$ cat config.mk
export PLATFORM = sky130hd
export DESIGN_NAME = m_timer_arbiter
export DESIGN_NICKNAME = d
export VERILOG_FILES = /design/src/rtl/m_timer_arbiter_pkg.sv /design/src/rtl/m_timer_arbiter_rr_picker.sv /design/src/rtl/m_timer_arbiter.sv
export SDC_FILE = /design/constraint.sdc
export NUM_CORES = 1
export LEC_CHECK = 0
export ABC_AREA = 0
export CAP_MARGIN = 20
export CORE_ASPECT_RATIO = 0.75
export CORE_MARGIN = 4
export CORE_UTILIZATION = 47
export CTS_CLUSTER_DIAMETER = 60
export DETAILED_ROUTE_END_ITERATION = 7
export GPL_ROUTABILITY_DRIVEN = 0
export PLACE_DENSITY = 0.85
export SLEW_MARGIN = 30
export SYNTH_ARGS = -nofsm -noshare
export SYNTH_HDL_FRONTEND = slang
export SYNTH_SLANG_ARGS = --single-unit
$ cat constraint.sdc
create_clock -name w_clock -period 6.1 [get_ports w_clock]
set_input_delay 1.22 -clock w_clock [delete_from_list [all_inputs] [get_ports w_clock]]
set_output_delay 1.22 -clock w_clock [all_outputs]
set_load 0.005 [all_outputs]
$ cat src/rtl/m_timer_arbiter_pkg.sv
// m_timer_arbiter_pkg: shared state encoding and default sizes for the timer arbiter.
package m_timer_arbiter_pkg;
  localparam int N_REQ_DEF = 4;
  localparam int W_CNT_DEF = 8;
  typedef enum logic [1:0] {
    S_IDLE = 2'd0,
    S_RUN  = 2'd1,
    S_DONE = 2'd2
  } state_e;
  function automatic int idx_w(input int n);
    return (n > 1) ? $clog2(n) : 1;
  endfunction
endpackage

$ cat src/rtl/m_timer_arbiter_rr_picker.sv
// m_rr_picker: combinational round-robin pick, searching upward from ptr_i+1 mod N_REQ.
module m_rr_picker #(
  parameter int N_REQ = 4,
  parameter int IW    = 2
) (
  input  logic [N_REQ-1:0] req_i,
  input  logic [IW-1:0]    ptr_i,
  output logic [N_REQ-1:0] onehot_o,
  output logic [IW-1:0]    idx_o,
  output logic             valid_o
);
  logic [IW-1:0] j;
  // Walk from farthest to nearest so the nearest asserted index wins.
  always_comb begin
    j       = '0;
    idx_o   = '0;
    valid_o = 1'b0;
    for (int k = N_REQ; k >= 1; k--) begin
      j = IW'((int'(ptr_i) + k) % N_REQ);
      if (req_i[j]) begin
        idx_o   = j;
        valid_o = 1'b1;
      end
    end
    onehot_o = valid_o ? (N_REQ'(1) << idx_o) : '0;
  end
endmodule

$ cat src/rtl/m_timer_arbiter.sv
// m_timer_arbiter: one shared down-counter handed out round-robin, with a done pulse per owner.
module m_timer_arbiter
  import m_timer_arbiter_pkg::*;
#(
  parameter int N_REQ = N_REQ_DEF,
  parameter int W_CNT = W_CNT_DEF
) (
  input  logic                     w_clock,
  input  logic                     w_rst_n,
  input  logic [N_REQ-1:0]         w_req,
  input  logic [N_REQ*W_CNT-1:0]   w_len,
  output logic [N_REQ-1:0]         w_grant,
  output logic                     w_busy,
  output logic [W_CNT-1:0]         w_count,
  output logic [N_REQ-1:0]         w_done
);
  localparam int IW = idx_w(N_REQ);
  state_e             state_q, state_d;
  logic [N_REQ-1:0]   grant_q, grant_d;
  logic [W_CNT-1:0]   count_q, count_d;
  logic [IW-1:0]      ptr_q, ptr_d;
  logic [IW-1:0]      owner_q, owner_d;
  logic [N_REQ-1:0]   pick_oh;
  logic [IW-1:0]      pick_idx;
  logic               pick_v;
  m_rr_picker #(.N_REQ(N_REQ), .IW(IW)) u_pick (
    .req_i    (w_req),
    .ptr_i    (ptr_q),
    .onehot_o (pick_oh),
    .idx_o    (pick_idx),
    .valid_o  (pick_v)
  );
  always_comb begin
    state_d = state_q;
    grant_d = grant_q;
    count_d = count_q;
    ptr_d   = ptr_q;
    owner_d = owner_q;
    case (state_q)
      S_IDLE: if (pick_v) begin
        state_d = S_RUN;
        grant_d = pick_oh;
        owner_d = pick_idx;
        count_d = w_len[pick_idx*W_CNT +: W_CNT];
      end
      // Abort beats counting: a dropped request frees the counter with no done.
      S_RUN: if (!w_req[owner_q]) begin
        state_d = S_IDLE;
        grant_d = '0;
        ptr_d   = owner_q;
      end else if (count_q != '0) begin
        count_d = count_q - W_CNT'(1);
      end else begin
        state_d = S_DONE;
      end
      S_DONE: begin
        state_d = S_IDLE;
        grant_d = '0;
        ptr_d   = owner_q;
      end
      default: begin
        state_d = S_IDLE;
        grant_d = '0;
      end
    endcase
  end
  always_ff @(posedge w_clock or negedge w_rst_n) begin
    if (!w_rst_n) begin
      state_q <= S_IDLE;
      grant_q <= '0;
      count_q <= '0;
      ptr_q   <= IW'(N_REQ - 1);
      owner_q <= '0;
    end else begin
      state_q <= state_d;
      grant_q <= grant_d;
      count_q <= count_d;
      ptr_q   <= ptr_d;
      owner_q <= owner_d;
    end
  end
  assign w_grant = grant_q;
  assign w_count = count_q;
  assign w_busy  = (state_q == S_RUN) || (state_q == S_DONE);
  assign w_done  = (state_q == S_DONE) ? grant_q : '0;
endmodule

==> results by group, run 1 <==
Floorplan
  • Die W: 71.8 um
  • Starting density of the core: around half
  • IO Pins: 55
  • CORE AREA: 2940 um2
  • Cell row count: 17
  • Die area: ~4000 um2
  • Die height: approximately 56 um

STA
  • Setup ws final: 2.59 ns
  • Max-slew violations: 0
  • Post-layout minimum cycle time: roughly 3.5 ns
  • Ratio of final minimum period to clock period: 57.5%
  • Final Setup Violations: 0
  • Rel. slew slack: 45.1%
  • Setup_tns: 0 ns
  • F_max: roughly 0.29 GHz
  • RSZ-0062 raised after global routing: false
  • Clk_skew: roughly 0.006 ns
  • Final Hold Viols: 0
  • Worst-Margin Slew: slightly above 0.8 ns

Power and ir drop
  • Clock power frac: about a tenth
  • Comb pwr share: just under 60%
  • Sequential share of power: between 30 and 40%
  • P_sw: between 300 and 400 uW
  • Pwr dens: about 440 nW/um2
  • Power Internal: around 500 uW
  • Sw Ratio: approximately 45%
  • Maximum vdd drop: between 150 and 200 uV
  • Pleak: around 0.00083 uW

Clocking
  • Clock root buffer master: clkbuf_8
  • Clk buf depth: 2
  • Hold_buf cts: 0
  • # clock sinks: 18
  • TritonCTS Buffers: 3
  • Worst skew pair latency: about 0.26 ns
  • H-tree depth: 1
  • CTS tree: built
  • Cts repair resizes: 0
  • CTS clk-pin slew, worst paths: 0.07 ns
  • Post-CTS setup buffer count: 0

Critical path
  • CP Max Fanout: 15
  • Reg2reg path depth: 6
  • R2R Path Start: ptr_q[1]
  • Reg2Reg Capture Point: w_count[2]
  • R2r setup slk: 3.54 ns
  • Arr. time, crit path: 3.65 ns
  • Req. time, crit path: ~6.2 ns
  • Setup crit start kind: input port
  • CP Capture Type: flop
  • Setup CP Type: in2reg

Synth
  • Ys async rst share: between 90% and 100%
  • Register bit total from synthesis: 18
  • Post-Syn Area: between 1000 and 1500 um2
  • Top cell type by total area after synthesis: dfrtp_1
  • Syn Nets: 211
  • Post-synthesis cell type count: 47
  • Sequential fraction of the synthesis area: about a third
  • Mean post-synth cell area: ~8.5 um2
  • Synth warnings: 0
  • Mapped Cells: about 170
  • Post-synth EDFFs: 0
  • Synth top area share: between 20% and 30%
  • Synth Flop Type: dfrtp_1
  • Area contributors post-synth: dfrtp_1 (28%), mux2i_1 (5.6%), nand2_1 (5.5%)

GRT
  • Global-route wire length before repair: 7010 um
  • Antenna violations before repair: 0
  • Largest net degree at the start of global routing: 19
  • Total track usage: between 20% and 30%
  • Final global-route overflow total: 0
  • Vias in the first global route: 1531

Place
  • HPWL after detailed placement: 3400 um
  • Placement Cell Area: 1990 um2
  • Placed cells: 254
  • PortBufs: 54
  • Dpl ws: roughly 2.4 ns

Min path
  • Hold endpoint: w_grant[2]
  • Hold path start: w_grant[2]
  • Hold Path Class: reg2reg
  • Min-Delay Path Depth: 2

Layout
  • # diodes: 0
  • FILL cells: about 230
  • Layout net count: roughly 260
  • Commonest non-fill, non-tap cell in the layout: clkdlybuf4s50_1
  • Layout cells sized above 1: 8.18%
  • Non-Filler Instances: 258
  • Design area: just over 2000 um2
  • Synthesis-to-finish area growth: 42.0%
  • Most frequent cells in the layout: clkdlybuf4s50_1 (54), nand2_1 (21), dfrtp_1 (16)

Route
  • Drt drc: 0
  • Vias/cell: around 6
  • Post-Route WL: ~4300 um
  • Initial DRT Pass Iterations: 4
  • ANT nets after route: 0
  • Routed len/inst: 16.7 um
  • Via count: between 1500 and 2000
  • 1st-iter DRT viols: approximately 170

Status
  • Status: finished, final reports clean

Run
  • Total of max-cap violations: 0
==> synth_stat cells (2+ instances only) <==
| cell type | count |
|---|---|
| dfrtp_1 | 16 |
| nand3_1 | 4 |
| nor3_1 | 2 |
| a22oi_1 | 3 |
| nand2_1 | 21 |
| nor2_1 | 12 |
| mux2i_1 | 8 |
| o22ai_1 | 5 |
| dfstp_2 | 2 |
| or3_1 | 2 |
| inv_1 | 10 |
| a21oi_1 | 11 |
| and2_1 | 6 |
| a221o_1 | 2 |
| o21ai_0 | 10 |
| a211oi_1 | 2 |
| a31oi_1 | 2 |
| clkbuf_1 | 2 |
| nor4_1 | 5 |
| ha_1 | 5 |
| a32o_1 | 4 |
| buf_2 | 3 |
| o21ai_1 | 3 |
| nand2b_1 | 2 |
| mux2_2 | 4 |
==> critical path, cell delays in order <==
cell and delay [ns]:
clkdlybuf4s50_1 0.66, nand2b_1 0.19, a21oi_1 0.10, nor2_2 0.66, mux2_1 0.40, o2bb2ai_1 0.14
a211o_1 0.28
==> flip-flops by register name (all words and copies together), names as in the netlist <==
| name | cells |
|---|---|
| owner_q | 2 |
| state_q | 2 |
| ptr_q | 2 |
| w_count | 8 |
| w_grant | 4 |
==> cell families after synthesis <==
logic type,Yosys count,synth area share (%)
and+or+nand+nor,61,21.8
AOI/OAI and AO/OA,54,26.6
muxes,14,11.1
DFF,18,31.5
adders and majority gates,5,4.36
buffers and inverters,16,4.70
==> power groups by stage <==
stage | registers (uW) | clock network (uW) | logic [uW]
2_1_floorplan | 240 | 0 | 349
3_3_place_gp | 263 | 0 | 507
3_5_place_dp | 271 | 0 | 524
4_1_cts | 269 | 88.2 | 526
5_1_grt | 283 | 95.1 | 584
6_report | 273 | 88.2 | 530
==> layer usage <==
metal / global-route usage (%) / up-vias / routed length [um]
li1: - / 735 / -
met1: 27.8 / 725 / 1780
met2: 36.6 / 85 / 2040
met3: 5.42 / 9 / 422
met4: 8.31 / 0 / 71
met5: 0 / - / 0
==> worst max path at each step <==
stage	from	to	depth (start not counted)
CTS	w_req[0]	w_count[2]	7
global route	w_req[1]	w_count[2]	7
finish	w_req[0]	w_count[2]	7
global placement	w_req[0]	w_count[2]	7
detailed placement	w_req[0]	w_count[2]	7
floorplan	w_req[1]	w_count[5]	7
==> final cells by class <==
class / count / area (um2) / area share [%]
tap: 38 / 47.5 / 2.33
clock buffer: 4 / 45.0 / 2.21
timing repair buffer: 54 / 541 / 26.5
multi-input combinational: 134 / 916 / 44.9
sequential: 18 / 453 / 22.2
inverter: 10 / 37.5 / 1.84
==> stage by stage <==
step                      power, uW  hold WS [ns]  util, %
final                           890         0.549     69.5
after global placement          770         0.522     67.9
after global routing            962         0.587     69.5
after detailed placement        795         0.528     67.9
after floorplan                 589         0.495        -
after CTS                       883         0.549     69.5
(Power assumes the default switching activity.)
==> run 2: changes to the inputs <==
--- a/config.mk
+++ b/config.mk
@@ -9,11 +9,11 @@
 export CAP_MARGIN = 20
 export CORE_ASPECT_RATIO = 0.75
 export CORE_MARGIN = 4
-export CORE_UTILIZATION = 47
+export CORE_UTILIZATION = 44
 export CTS_CLUSTER_DIAMETER = 60
 export DETAILED_ROUTE_END_ITERATION = 7
 export GPL_ROUTABILITY_DRIVEN = 0
-export PLACE_DENSITY = 0.85
+export PLACE_DENSITY = 0.8
 export SLEW_MARGIN = 30
 export SYNTH_ARGS = -nofsm -noshare
 export SYNTH_HDL_FRONTEND = slang
==> constraint.sdc (replaced) <==
create_clock -name w_clock -period 3.5 [get_ports w_clock]
set_input_delay 0.7 -clock w_clock [delete_from_list [all_inputs] [get_ports w_clock]]
set_output_delay 0.7 -clock w_clock [all_outputs]
set_load 0.005 [all_outputs]
==> run 2 against run 1 <==
  * Count of clock-buffer cells in the layout unchanged
  * Core utilization decreased by 1.6 points
  * Combinational power increased by 78%
  * Wire length increased by 0.65%
  * Register-to-register slack got worse by 2.4 ns
  * Sequential power increased by 74%
  * Critical endpoint unchanged
  * Largest cell class unchanged
  * Highest routed layer unchanged
==> results by group, run 2 (same netlist as run 1, synthesis figures left out) <==
Critical path
  • Req. time, crit path: 3.65 ns (-2.59 ns)
  • Reg2Reg Capture Point: w_count[2]
  • Crit path buf inv count: 2 (+1)
  • WP depth: 8 (+1)
  • R2r setup slk: 1.10 ns (-2.44 ns)
  • Worst-path cell chain: clkdlybuf4s50_1 > nand2b_1 > a21oi_1 > nor2_2 > buf_4 > mux2i_1 > o2bb2ai_1 > a211o_1
  • End point of the critical path: w_count[2]
  • Family with the most delay on the worst path: buffers and inverters
  • CP Capture Type: flop
  • CP max-delay cell: clkdlybuf4s50_1
  • Arr. time, crit path: 2.98 ns (-0.67 ns)
  • Setup CP Type: in2reg
  • Setup crit start kind: input port
  • Critical path's largest stage delay: 0.65 ns (about the same)
  • Reg2reg path depth: 7 (+1)
  • R2R Path Start: ptr_q[1]
  • CP Max Fanout: 11 (-4)
  • Launch point of the worst path: w_req[0]

STA
  • Clk_skew: 0.00646 ns (+0.000483 ns)
  • RSZ-0062 raised after global routing: false
  • Max-slew violations: 0 (unchanged)
  • Final Hold Viols: 0 (unchanged)
  • Ratio of final minimum period to clock period: 80.9%
  • Setup_tns: 0 ns (unchanged)
  • Final Setup Violations: 0 (unchanged)
  • Rel. slew slack: 44.5% (-0.61 points)
  • Post-layout minimum cycle time: 2.83 ns
  • F_max: between 0.3 and 0.4 GHz
  • Worst-Margin Slew: 0.831 ns (+0.00920 ns)

Layout
  • Layout net count: 266 (+0.76%)
  • Most frequent cells in the layout: clkdlybuf4s50_1 (54), nand2_1 (21), dfrtp_1 (16)
  • Synthesis-to-finish area growth: 43.7%
  • Layout cells sized above 1: 9.46% (+1.3 points)
  • # diodes: 0 (unchanged)
  • Commonest non-fill, non-tap cell in the layout: clkdlybuf4s50_1
  • Max FFs per register: 8 (unchanged)

Clocking
  • H-tree depth: 1 (unchanged)
  • Cts repair resizes: 0 (unchanged)
  • # clock sinks: 18 (unchanged)
  • Hold_buf cts: 0 (unchanged)
  • CTS tree: built
  • CTS clk-pin slew, worst paths: 0.07 ns (about the same)
  • Post-CTS setup buffer count: 0 (unchanged)
  • TritonCTS Buffers: 3 (unchanged)
  • Worst skew pair latency: 0.26 ns (about the same)
  • Clock root buffer master: clkbuf_8
  • Clk buf depth: 2 (unchanged)

Power and ir drop
  • Comb pwr share: 59.3% (-0.2 points)
  • Clock power frac: 10.8% (+0.9 points)
  • Sw Ratio: 44.4% (-0.20 points)
  • Maximum vdd drop: 332 uV (+68%)
  • Power Internal: 884 uW (+79%)
  • Pleak: 0.000850 uW (+1.9%)
  • P_sw: 706 uW (+78%)
  • Tot Pwr: 1590 uW (+79%)
  • Sequential share of power: 29.9% (-0.7 points)
  • Pwr dens: 770 nW/um2 (+76%)

Floorplan
  • IO Pins: 55 (unchanged)
  • Die area: 4250 um2 (+5.9%)
  • CORE AREA: 3040 um2 (+3.6%)
  • Starting density of the core: 47.2% (-1.7 points)
  • Die height: 57.5 um (+2.9%)
  • Die W: 74.0 um (+3.0%)
  • Cell row count: 17 (unchanged)

GRT
  • Final global-route overflow total: 0 (unchanged)
  • Largest net degree at the start of global routing: 19 (unchanged)
  • Antenna violations before repair: 0 (unchanged)
  • Global-route wire length before repair: 7070 um (+0.78%)
  • Total track usage: 21.4% (-0.77 points)
  • Vias in the first global route: 1551 (+1.3%)

Route
  • Initial DRT Pass Iterations: 5 (+1)
  • Via count: 1617 (+4.1%)
  • Drt drc: 0 (unchanged)
  • Post-Route WL: 4330 um (+0.65%)
  • Routed len/inst: 16.7 um (-0.12%)
  • 1st-iter DRT viols: 302 (+76%)
  • ANT nets after route: 0 (unchanged)
  • Vias/cell: 6.22 (+3.3%)

Min path
  • Hold Path Class: reg2reg

Place
  • HPWL after detailed placement: 3460 um (+1.8%)
  • PortBufs: 54 (unchanged)

Run
  • Total of max-cap violations: 0 (unchanged)

Status
  • Status: finished, final reports clean
## run 2: area by class of cell
type                       instances  area, um2
clock buffer                       4       55.1
inverter                          10       37.5
timing repair buffer              56        556
tap                               38       47.5
multi-input combinational        134        916
fill                             250        977
sequential                        18        453
## run 2: worst min path at each step
stage | startpoint | endpoint | slack (ns) | depth (start not counted)
2_1_floorplan | w_rst_n | owner_q[0] | 0.40 | 0
3_3_place_gp | owner_q[0] | owner_q[0] | 0.53 | 2
3_5_place_dp | owner_q[0] | owner_q[0] | 0.54 | 2
4_1_cts | owner_q[0] | owner_q[0] | 0.55 | 2
5_1_grt | owner_q[0] | owner_q[0] | 0.60 | 2
6_report | owner_q[0] | owner_q[0] | 0.55 | 2
## run 2: metrics by stage
step | util, % | std cells | hold slack (ns) | instance area, um2 | setup slack, ns
final | 67.9 | 260 | 0.550 | 2060 | 0.670
after detailed placement | 66.1 | 256 | 0.539 | 2010 | 0.428
after global routing | 67.9 | 260 | 0.598 | 2060 | 0.496
after floorplan | - | 168 | 0.404 | 1440 | 1.26
after CTS | 67.9 | 260 | 0.553 | 2060 | 0.697
after global placement | 66.1 | 256 | 0.528 | 2010 | 0.511
## run 2: tightest hold or removal path: stages (launching register included)
cell     delay, ns
dfrtp_1       0.39
nand2_1       0.06
o21ai_0       0.06
## run 2: layer usage
metal  vias to the layer above  global-route usage (%)  part of all wire, %
met5                         -                       0                    0
met1                       750                    27.2                   41
li1                        742                       -                    -
met4                         0                    8.01                  3.1
met3                        21                    6.34                  9.6
met2                       104                    34.2                   46
## run 2: power groups by stage
stage	clock network (uW)	registers [uW]	logic (uW)
2_1_floorplan	0	418	608
3_3_place_gp	0	461	902
3_5_place_dp	0	470	930
4_1_cts	175	467	935
5_1_grt	186	495	1030
6_report	172	476	943
==> edit 1: new RTL, flow settings as in run 2 <==
The package constant `N_REQ_DEF` goes from 4 to 2.
--- a/src/rtl/m_timer_arbiter_pkg.sv
+++ b/src/rtl/m_timer_arbiter_pkg.sv
@@ -1,6 +1,6 @@
 // m_timer_arbiter_pkg: shared state encoding and default sizes for the timer arbiter.
 package m_timer_arbiter_pkg;
-  localparam int N_REQ_DEF = 4;
+  localparam int N_REQ_DEF = 2;
   localparam int W_CNT_DEF = 8;
   typedef enum logic [1:0] {
     S_IDLE = 2'd0,
Ports: changed (resized w_done, w_grant, w_len and w_req); port bits go from 55 to 33. No check against the original RTL was run, so the function may have changed too.
==> edit 1 against run 2 <==
  * Sequential cell count shrank 4
  * Critical path type unchanged
  * Clock power shrank 30%
  * Worst setup slack gained 540 ps
  * Area after synthesis shrank 29%
  * Critical path depth shrank 3
  * Power shrank 31%
  * Worst hold slack lost 2.2 ps
  * Largest power group unchanged
  * Routed wire length shrank 39%
  * Cell count shrank 35%
  * Cell area shrank 33%
  * Utilization shrank 2.3 points
  * Largest cell class unchanged
==> edit 1: results (changes against run 2) <==
Status
  • Status: complete, no violations

Placed design
  • Placed cells: 164 (-36%)
  • PortBufs: 32 (-41%)
  • Placed inst area: 1340 µm² (-33%)
  • Dpl hpwl: 2000 µm (-42%)

Power
  • Max VDD drop: 443 µV (+34%)
  • Leakage: 0.594 nW (-30%)
  • Pint: 643 µW (-27%)

Synth
  • Post-synth top area cell: dfrtp_1
  • Ranking of synthesized cells by area: dfrtp_1 32%, ha_1 6.2%, nand2_1 5.2%
  • Top_reg_cell synth: dfrtp_1
  • Fraction of registers with async set/reset: 100% (unchanged)
  • Syn Inst Count: 114 (-32%)
  • Commonest cells in the netlist: 14 x nand2_1, 13 x dfrtp_1, 9 x a21oi_1
  • Synth cell types: 40 (-15%)
  • Sequential area share after synthesis: 34.6% (+3.0 points)
  • Number of synthesis warnings: 0 (unchanged)
  • Syn nets: 139 (-34%)

Timing
  • Clock skew: 9.53 ps (+3.07 ps)
  • Slew @ Worst Pin: 653 ps (-177 ps)
  • Max-slew violations: 0 (unchanged)

Finish
  • Ant diodes: 0 (unchanged)
  • Max FFs per register: 8 (unchanged)
  • Final nets: 170 (-36%)
  • Share of layout cells above drive strength 1: 9.03% (-0.43 points)
  • Fill cell count: 181 (-28%)

Route
  • Routed Wire Length: 2650 µm (-39%)
  • Initial drt markers: 41 (-86%)
  • Vias per cell: 5.92 (-4.9%)
  • Wire length per cell: 15.8 µm (-5.5%)
  • Drt first pass iters: 4 (-1)

Worst setup path
  • Max FO, Critical Path: 10 (-1)
  • Worst EP arrival: 2500 ps (-480 ps)
  • Reg2reg path depth: 6 (-1)

Clocking
  • Gates resized, CTS repair: 0 (unchanged)
  • Max Buffers Root-to-Sink: 2 (unchanged)
  • Reg clk slew, reported paths: 90 ps (+20 ps)
  • H-tree level count: 1 (unchanged)
  • Worst-skew pair later-pin latency: 290 ps (+30 ps)
  • Setup Fix Bufs, Post-CTS: 0 (unchanged)
  • Clock buffer count from CTS: 3 (unchanged)
  • Root buffer cell: clkbuf_4

Hold path
  • Class of the worst hold path: flop to flop
  • Hold Crit Depth: 1 (-1)

Global routing
  • Initial antenna violation count: 0 (unchanged)
  • Aggregate global routing overflow: 0 (unchanged)
  • GR Util All Layers: 17.3% (-4.2 points)
  • First-pass GRT wire length: 4300 µm (-39%)
  • Largest net degree at the start of global routing: 15 (-4)
  • Vias in the first global route: 942 (-39%)
-- edit 1: critical path: stages --
cell	delay [ps]
clkdlybuf4s50_1	650
a21boi_1	580
a21oi_1	140
a222oi_1	270
o21bai_1	150
-- edit 1: per-layer routing --
metal	vias to the layer above	track usage [%]	routed length, µm
li1	478	-	-
met1	469	21.3	1210
met2	45	29.1	1200
met3	2	6.14	227
met4	0	3.23	9
met5	-	0	0
-- edit 1: cells by family (layout without fill, tap and decap cells) --
kind of cell             count (synthesis)  count (layout)  synth area share (%)
AND/OR/NAND/NOR                         37              37                  18.9
buffers and inverters                   13              43                  5.04
adder cells (fa/ha/maj)                  5               5                  6.15
AO/OA/AOI/OAI                           39              39                  29.2
multiplexers                             6               6                  6.15
flip-flops                              14              14                  34.6
-- edit 1: final timing paths --
check	slack, ps	endpoint	from
max in group asynchronous	2270	w_count[7]$_DFFE_PN0P_	w_rst_n
worst max-delay path	1210	w_count[1]$_DFFE_PN0P_	w_req[1]
worst min-delay path	550	w_count[5]$_DFFE_PN0P_	w_count[5]$_DFFE_PN0P_
min in group asynchronous	800	w_grant[1]$_DFFE_PN0P_	w_rst_n
worst max register to register	1520	w_count[6]$_DFFE_PN0P_	state_q[1]$_DFFE_PN0P_
worst min register to register	550	w_count[5]$_DFFE_PN0P_	w_count[5]$_DFFE_PN0P_
-- edit 1: power groups by stage --
stage	Combinational, mW	Sequential [mW]	Clock [mW]
floorplan	0.412	0.316	0
global placement	0.635	0.326	0
detailed placement	0.646	0.329	0
CTS	0.654	0.326	0.122
global route	0.717	0.338	0.130
finish	0.655	0.328	0.120
-- edit 1: cell type report --
class	instances	area [µm²]	area share, %
repair buffers	32	320	23.2
flip-flops and latches	14	352	25.5
well taps	24	30.0	2.18
clock buffers	4	36.3	2.63
inverters	7	26.3	1.91
multi-input cells	87	614	44.6
-- edit 1: through the flow --
| stage | worst slack [ps] | power (mW) | util, % |
|---|---|---|---|
| floorplan | 1660 | 0.728 | - |
| global placement | 935 | 0.960 | 63.9 |
| detailed placement | 909 | 0.976 | 63.9 |
| CTS | 1200 | 1.10 | 65.6 |
| global route | 1090 | 1.19 | 65.6 |
| finish | 1210 | 1.10 | 65.6 |
==> edit 2: new RTL, flow settings as in run 2 <==
Without the edit above. Re-encode `state_e` (3 states) as one-hot, 3 bits wide.
--- a/src/rtl/m_timer_arbiter_pkg.sv
+++ b/src/rtl/m_timer_arbiter_pkg.sv
@@ -2,10 +2,10 @@
 package m_timer_arbiter_pkg;
   localparam int N_REQ_DEF = 4;
   localparam int W_CNT_DEF = 8;
-  typedef enum logic [1:0] {
-    S_IDLE = 2'd0,
-    S_RUN  = 2'd1,
-    S_DONE = 2'd2
+  typedef enum logic [2:0] {
+    S_IDLE = 3'b001,
+    S_RUN  = 3'b010,
+    S_DONE = 3'b100
   } state_e;
   function automatic int idx_w(input int n);
     return (n > 1) ? $clog2(n) : 1;
Formal check against the unedited RTL: no difference found for any inputs over 10 cycles, from zero or initial values and one cycle with w_rst_n low; not proved beyond that.
==> edit 2 against run 2 <==
  * Worst setup slack improved by 210 ps
  * Routed wire length fell by 9.5%
  * Maximum frequency rose by 8.0%
  * Critical path type is now flop to primary output
  * Area after synthesis fell by 3.7%
  * Sequential cell count rose by 1
  * Power fell by 11%
  * Cell area fell by 3.2%
  * Critical path depth fell by 5
==> edit 2: results (changes against run 2) <==
Status
  • Status: complete, no violations

Synth
  • Adder-Cell Fraction of Synth Area: 1.81% (-2.5 points)
  • Ranking of synthesized cells by area: dfrtp_1 29%, mux2i_1 16%, dfstp_2 5.7%
  • Syn nets: 181 (-14%)
  • Number of synthesis warnings: 0 (unchanged)
  • Compound-Gate Fraction of Synth Area: 16.4% (-10 points)
  • Mux cell area share after synthesis: 21.6% (+11 points)
  • Synth cell types: 47 (unchanged)
  • Commonest cells in the netlist: 22 x mux2i_1, 16 x dfrtp_1, 10 x nand2_1, 10 x nor2_1, 8 x o21ai_0
  • Post-Synth XOR/XNOR Area: 0.633% (+0.63 points)
  • Sequential area share after synthesis: 34.6% (+3.1 points)

Finish
  • Max FFs per register: 8 (unchanged)
  • Share of layout cells above drive strength 1: 14.3% (+4.8 points)
  • Ant diodes: 0 (unchanged)
  • Fill cell count: 232 (-7.2%)
  • Final nets: 237 (-11%)

Global routing
  • First-pass GRT wire length: 6380 µm (-9.8%)
  • Vias in the first global route: 1323 (-15%)
  • GR Util All Layers: 19.5% (-1.9 points)
  • Largest net degree at the start of global routing: 20 (+1)

Timing
  • Final setup TNS: 0 ps (unchanged)
  • Slew @ Worst Pin: 782 ps (-48.8 ps)
  • Clock skew: 4.29 ps (-2.17 ps)

Placed design
  • Dpl hpwl: 3110 µm (-10%)
  • PortBufs: 54 (unchanged)

Worst setup path
  • Max FO, Critical Path: 7 (-4)
  • Worst EP arrival: 1920 ps (-1060 ps)

Route
  • Drt first pass iters: 4 (-1)
  • Vias per cell: 5.77 (-7.2%)
  • Wire length per cell: 16.8 µm (+0.55%)
  • Initial drt markers: 75 (-75%)

Hold path
  • Class of the worst hold path: primary input to async pin

Clocking
  • Root buffer cell: clkbuf_8
  • Reg clk slew, reported paths: 70 ps (about the same)

Power
  • Leakage: 0.830 nW (-2.4%)
  • Max VDD drop: 370 µV (+12%)
[edit 2: cell count changes after synthesis, moves of 3 or more]
cell and change:
inv_1 -5, ha_1 -3, a32o_1 -4, a22oi_1 -3
o21ai_1 -3, mux2i_1 +14, nor4_1 -3, nand2_1 -11
a21oi_1 -7, o22ai_1 -4, nand3_1 -4, nor3b_1 +5
[edit 2: area by class of cell]
cell class                 count  share of cell area (%)
clock buffer                   3                    2.07
clock inverter                 1                   0.250
inverter                       5                   0.939
multi-input combinational    112                    42.9
sequential                    19                    24.0
tap                           38                    2.38
timing repair buffer          56                    27.5
[edit 2: through the flow]
step / utilization, % / setup WS, ps / cell area [µm²] / cells / power (mW)
finish: 67.1 / 879 / 2000 / 234 / 1.42
global route: 67.1 / 770 / 2000 / 234 / 1.52
CTS: 67.3 / 856 / 2000 / 234 / 1.42
detailed placement: 65.8 / 689 / 1960 / 230 / 1.26
global placement: 65.8 / 752 / 1960 / 230 / 1.23
floorplan: - / 1450 / 1380 / 141 / 0.944
[edit 2: power by group]
part | leakage (nW) | internal (mW) | switching (mW)
Combinational | 0.573 | 0.429 | 0.375
Sequential | 0.231 | 0.334 | 0.127
Clock | 0.0255 | 0.0791 | 0.0730
Total | 0.830 | 0.842 | 0.575
[edit 2: final timing paths]
path                                         from                      to  slack, ps  cells after the start
setup / recovery           state_q[2]$_DFFE_PN0P_               w_done[0]        880                      3
hold / removal                            w_rst_n  w_grant[3]$_DFFE_PN0P_        380                      1
setup reg to reg             ptr_q[1]$_DFFE_PN1P_  w_count[2]$_DFFE_PN0P_       1310                      5
hold reg to reg            w_grant[1]$_DFFE_PN0P_  w_grant[1]$_DFFE_PN0P_        520                      2
max in group asynchronous                 w_rst_n  state_q[0]$_DFFE_PN1P_       2790                      1
min in group w_clock       w_grant[1]$_DFFE_PN0P_  w_grant[1]$_DFFE_PN0P_        520                      2
[edit 2: kinds of logic after synthesis]
kind of cell	Yosys count
compound gates	32
flops	19
xor+xnor	1
simple gates	49
mux	28
fa+ha+maj	2
buf+inv	10
[edit 2: routing by layer]
layer	part of all wire (%)	global-route usage, %	vias to the layer above	wire length, µm
li1	-	-	638	-
met1	42	25.1	652	1660
met2	50	33.0	54	1950
met3	6.3	4.11	6	246
met4	1.5	4.74	0	57
met5	0	0	-	0
[edit 2: critical path, stage by stage, from the launching register on]
cell,delay [ps]
dfrtp_1,530
nor3b_1,440
and2_1,200
clkdlybuf4s50_1,500
